==> src/rtl/reg_write_ctrl.sv <==
// Write-side front end for the register bank: synchronises and debounces the write
// button and issues one RegWrite pulse per press. Optional macro FILL_PATTERN_EN adds a power-up fill (reg i <= i).
module reg_write_ctrl #(
  parameter int BIT_ADDR   = 3,
  parameter int BIT_DATO   = 4,
  parameter int DEB_CYCLES = 50000
) (
  input  logic                clk,
  input  logic                rst,
  input  logic [BIT_ADDR-1:0] sw_addr,
  input  logic [BIT_DATO-1:0] sw_dat,
  input  logic                btn_wr,
  output logic [BIT_ADDR-1:0] addrW,
  output logic [BIT_DATO-1:0] datW,
  output logic                RegWrite,
  output logic                busy,
  output logic [7:0]          wr_count
);

  localparam int CW = $clog2(DEB_CYCLES);
  localparam logic [CW-1:0] DEB_MAX = CW'(DEB_CYCLES - 1);

  typedef enum logic [1:0] {
    IDLE,
    WRITE,
    WAIT_REL
`ifdef FILL_PATTERN_EN
    , FILL
`endif
  } state_t;

  state_t r_state, w_state_nx;

  logic                r_btn_s1, r_btn_s2;
  logic [BIT_ADDR-1:0] r_addr_s1, r_addr_s2;
  logic [BIT_DATO-1:0] r_dat_s1, r_dat_s2;
  logic [CW-1:0]       r_deb_cnt;
  logic                r_btn_db, r_btn_db_d;
  logic [BIT_ADDR-1:0] r_addrW;
  logic [BIT_DATO-1:0] r_datW;
  logic [7:0]          r_wr_count;
  logic                w_rise, w_latch;

  always_ff @(posedge clk or negedge rst) begin
    if (!rst) begin
      r_btn_s1  <= 1'b0;
      r_btn_s2  <= 1'b0;
      r_addr_s1 <= '0;
      r_addr_s2 <= '0;
      r_dat_s1  <= '0;
      r_dat_s2  <= '0;
    end else begin
      r_btn_s1  <= btn_wr;
      r_btn_s2  <= r_btn_s1;
      r_addr_s1 <= sw_addr;
      r_addr_s2 <= r_addr_s1;
      r_dat_s1  <= sw_dat;
      r_dat_s2  <= r_dat_s1;
    end
  end

  // Debounced level resets to "pressed" so a button held through reset never writes.
  always_ff @(posedge clk or negedge rst) begin
    if (!rst) begin
      r_deb_cnt  <= '0;
      r_btn_db   <= 1'b1;
      r_btn_db_d <= 1'b1;
    end else begin
      r_btn_db_d <= r_btn_db;
      if (r_btn_s2 == r_btn_db) begin
        r_deb_cnt <= '0;
      end else if (r_deb_cnt == DEB_MAX) begin
        r_btn_db  <= ~r_btn_db;
        r_deb_cnt <= '0;
      end else begin
        r_deb_cnt <= r_deb_cnt + 1'b1;
      end
    end
  end

  assign w_rise = r_btn_db & ~r_btn_db_d;

`ifdef FILL_PATTERN_EN
  logic                r_fill_act;
  logic [BIT_ADDR-1:0] r_fill_idx;

  // Fill writes begin on the first edge after reset release; r_fill_act gates them.
  always_ff @(posedge clk or negedge rst) begin
    if (!rst) begin
      r_fill_act <= 1'b0;
      r_fill_idx <= '0;
    end else begin
      r_fill_act <= 1'b1;
      if (r_state == FILL && r_fill_act)
        r_fill_idx <= r_fill_idx + 1'b1;
    end
  end
`endif

  always_ff @(posedge clk or negedge rst) begin
    if (!rst) begin
`ifdef FILL_PATTERN_EN
      r_state <= FILL;
`else
      r_state <= IDLE;
`endif
    end else begin
      r_state <= w_state_nx;
    end
  end

  always_comb begin
    w_state_nx = r_state;
    w_latch    = 1'b0;
    case (r_state)
      IDLE: begin
        if (w_rise) begin
          w_latch    = 1'b1;
          w_state_nx = WRITE;
        end
      end
      WRITE:    w_state_nx = WAIT_REL;
      WAIT_REL: if (!r_btn_db) w_state_nx = IDLE;
`ifdef FILL_PATTERN_EN
      FILL:     if (r_fill_act && r_fill_idx == '1) w_state_nx = IDLE;
`endif
      default:  w_state_nx = IDLE;
    endcase
  end

  always_ff @(posedge clk or negedge rst) begin
    if (!rst) begin
      r_addrW    <= '0;
      r_datW     <= '0;
      r_wr_count <= '0;
    end else begin
      if (w_latch) begin
        r_addrW <= r_addr_s2;
        r_datW  <= r_dat_s2;
      end
      if (r_state == WRITE)
        r_wr_count <= r_wr_count + 8'd1;
    end
  end

  // Strobe is decoded from state so reset drops it without waiting for a clock.
  always_comb begin
    addrW    = r_addrW;
    datW     = r_datW;
    RegWrite = (r_state == WRITE);
    busy     = (r_state != IDLE);
`ifdef FILL_PATTERN_EN
    if (r_state == FILL) begin
      addrW    = r_fill_idx;
      datW     = BIT_DATO'(r_fill_idx);
      RegWrite = r_fill_act;
      busy     = r_fill_act;
    end
`endif
  end

  assign wr_count = r_wr_count;

endmodule

==> config.mk <==
export PLATFORM = sky130hd
export DESIGN_NAME = reg_write_ctrl
export DESIGN_NICKNAME = d
export VERILOG_FILES = /design/src/rtl/reg_write_ctrl.sv
export SDC_FILE = /design/constraint.sdc
export NUM_CORES = 1
export LEC_CHECK = 0
export CORE_MARGIN = 1.5
export CORE_UTILIZATION = 30
export DETAILED_ROUTE_END_ITERATION = 10
export PLACE_DENSITY = 0.59
export SLEW_MARGIN = 40
export SYNTH_ARGS = -nofsm -noshare
export SYNTH_HDL_FRONTEND = slang
export SYNTH_SLANG_ARGS = --single-unit
export TNS_END_PERCENT = 10
==> constraint.sdc <==
create_clock -name clk -period 1.8 [get_ports clk]
set_input_delay 0.36 -clock clk [delete_from_list [all_inputs] [get_ports clk]]
set_output_delay 0.36 -clock clk [all_outputs]
set_load 0.05 [all_outputs]
==> summary.md <==
| Metric | Value |
|---|---|
| Unrepaired setup endpoints after global routing | `no` |
| Max cap viols | `0` |
| Status | `complete, but fails checks` |
| CTS tree | `built` |
| Fillers | `614` |
| Synth-to-Final Area Change | `24.41%` |
| Final Hold Fails | `0` |
| Post-synthesis sequential area ratio | `0.6348` |
| Ant diodes | `0` |
| GR Util met1 | `0.1265` |
| Vias per cell | `4.519` |
| Required time of the worst setup path | `1990 ps` |
| Overall die height | `84.95 um` |
| Switch Pwr | `0.4205 mW` |
| Largest net degree at the start of global routing | `28` |
| GP Congestion | `0.7137` |
| H-tree depth | `2` |
| Final setup fails | `0` |
| Final setup skew | `9.382 ps` |
| Synth warn | `0` |
| CP Max Fanout | `8` |
| Post-Syn Instances | `145` |
| Post-CTS sizing | `0` |
| WS Path Type | `reg2reg` |
| Antenna viol nets, final | `0` |
| WHS | `353.7 ps` |
| Crit end category | `flip-flop` |
| #FFs+latches synth | `51` |
| CP Launch Type | `flip-flop` |
| Fin nets | `196` |
| Port Buf Inserts | `26` |
| Rows | `29` |
| First-pass GRT wire length | `5885 um` |
| Sw Share | `0.2062` |
| Grt ovf | `0` |
| Syn Nets | `157` |
| Vias in the first global route | `1221` |
| Crit path time final | `1623 ps` |
| Avg Inst Size Synth | `13.89 um^2` |
| Leakage power | `1.156 nW` |
| Violated checks | `DRC` |
| Sink Count | `51` |
| Pins Over Slew Limit | `0` |
| Initial cell density of the core | `0.3137` |
| Routed wire length per instance | `12.46 um` |
| Placed cell count | `253` |
| Layout cell share with drive strength beyond 1 | `0.3081` |
| FF+latch area | `1279 um^2` |
| Core area | `6422 um^2` |
| CTS Buf Count | `5` |
| Worst slew pin tran | `432.1 ps` |
| Final WL | `3264 um` |
| Int Pwr | `1.619 mW` |
| Global Route Usage Sum | `0.1039` |
| GRT met2 Usage | `0.1696` |
| Buffer depth of the longest clock path | `2` |
| Root buf cell | `clkbuf_8` |
| HPWL after DPL | `2343 um` |
| Worst Hold Class | `reg2reg` |
| Crit path DAT | `1810 ps` |
| Worst-Skew Late Latency | `300 ps` |
| Part of the power in registers | `0.578` |
| Area of the die | `7216 um^2` |
| Worst VDD drop | `312.9 uV` |
| Pwr dens | `813.8 nW/um^2` |
| DR iter-0 viols | `48` |
| M3 GR Usage | `0.03016` |
| Setup_tns | `0 ps` |
| First-pass detailed-route iteration total | `6` |
| Remaining DRCs | `6` |
| Slew HR | `0.7116` |
| Total chip power | `2.040 mW` |
| # IOs | `27` |
| Combinational share of power | `0.033` |
| Fmax | `616.1 MHz` |
| Clock Power Share | `0.389` |
| Footprint of the multi-input gates | `708.2 um^2` |
| Die W | `84.95 um` |
| Layer with the highest usage | `met2` |
| Yosys cell types | `30` |
| Via count | `1184` |
| Clock slew at reported path FFs | `90 ps` |
| Initial antenna violation count | `0` |
| Synthesized cell area | `2014 um^2` |
| Crit share post-route | `0.9018` |
| Non-filler instance count after layout | `262` |
-- routing by layer --
layer | wire length (um) | share of wire
met2 | 1567 | 0.48
met4 | 75 | 0.023
met3 | 125 | 0.038
met5 | 0 | 0
met1 | 1495 | 0.46
-- logic make-up (layout without fill, tap and decap cells) --
logic type,count (synthesis),after routing,share of synthesized area
AOI/OAI and AO/OA,1,1,0.003728
xor gates and xnor gates,22,22,0.09565
adders and majority gates,2,2,0.01242
buffers and inverters,5,45,0.01366
DFF,51,51,0.6348
muxes,9,9,0.05031
and+or+nand+nor,55,55,0.1895
-- cell usage after synthesis, drive strengths merged --
cell / count / area [um^2]
nor4bb: 1 / 10.01
and3: 3 / 18.77
ha: 2 / 25.02
xnor2: 16 / 140.1
mux2: 9 / 101.4
nor3b: 1 / 18.77
nor4b: 1 / 8.760
dfrtp: 49 / 1226
nor3: 4 / 20.02
and2b: 1 / 7.510
xor2: 6 / 52.55
and4: 1 / 8.760
or2: 1 / 6.260
nor4: 4 / 50.05
inv: 3 / 11.26
buf: 2 / 16.26
dfstp: 2 / 52.55
nor2: 18 / 75.07
and4bb: 1 / 12.51
nand4: 5 / 61.31
a21o: 1 / 7.510
nand2: 6 / 25.03
nor2b: 1 / 6.260
nand3: 7 / 52.55
-- flip-flops by register name, indices dropped and copies added, names as in the netlist, 3 cells and up --
register and cells:
addrW 3, datW 4, r_addr_s1 3, r_addr_s2 3, r_dat_s1 4, r_dat_s2 4
r_deb_cnt 16, wr_count 8
-- power by group through the flow --
| stage | registers (mW) | logic, mW | clock network [mW] |
|---|---|---|---|
| global placement | 1.20 | 0.0691 | 0 |
| detailed placement | 1.20 | 0.0693 | 0 |
| finish | 1.18 | 0.0671 | 0.793 |
| CTS | 1.18 | 0.0706 | 0.827 |
| global route | 1.18 | 0.0794 | 0.880 |
| floorplan | 1.20 | 0.0160 | 0 |
-- worst paths after layout --
check / endpoint / from / cells after the start / slack (ps)
max: datW[3]$_DFFE_PN0P_ / r_btn_db$_DFFE_PN1P_ / 3 / 180
min: r_btn_s2$_DFF_PN0_ / r_btn_s1$_DFF_PN0_ / 0 / 350
max reg2reg: datW[3]$_DFFE_PN0P_ / r_btn_db$_DFFE_PN1P_ / 3 / 180
min reg2reg: r_btn_s2$_DFF_PN0_ / r_btn_s1$_DFF_PN0_ / 0 / 350
max in group asynchronous: r_btn_db$_DFFE_PN1P_ / rst / 3 / 760
min in group asynchronous: r_deb_cnt[6]$_DFF_PN0_ / rst / 2 / 480
-- worst max-delay path: stages (launching register included) --
cell,delay (ps)
dfstp_2,570
and2b_1,140
nor3b_4,410
mux2_2,390
-- area by class of cell --
class / instances / area share
Timing Repair Buffer: 34 / 0.1198
Tap cell: 77 / 0.03844
Multi-Input combinational cell: 89 / 0.2826
Clock buffer: 6 / 0.02896
Inverter: 3 / 0.004493
Clock inverter: 2 / 0.01548
Sequential cell: 51 / 0.5102
-- placed cells by master (no fill, tap or decap), types with 4 or more instances in the layout --
| cell | instances |
|---|---|
| dfrtp_1 | 49 |
| nand2_1 | 5 |
| xor2_1 | 6 |
| nor3_1 | 4 |
| nor4_2 | 4 |
| mux2_2 | 9 |
| buf_4 | 22 |
| clkbuf_8 | 5 |
| nand3_1 | 5 |
| xnor2_1 | 16 |
| clkdlybuf4s50_1 | 8 |
| nor2_1 | 15 |
-- stage by stage --
step,setup slack (ps),utilization,area (um^2)
floorplan,304.4,-,2014
global placement,176.8,0.3713,2385
detailed placement,162.3,0.3713,2385
CTS,136.6,0.3902,2506
global route,39.91,0.3902,2506
finish,176.8,0.3902,2506
-- what timing repair did --
| action | CTS | global route |
|---|---|---|
| setup buffers | 0 | 0 |
| hold buffers | 1 | 0 |
| hold endpoints to repair | 12 | 0 |
Power figures use the tool's default switching activity.
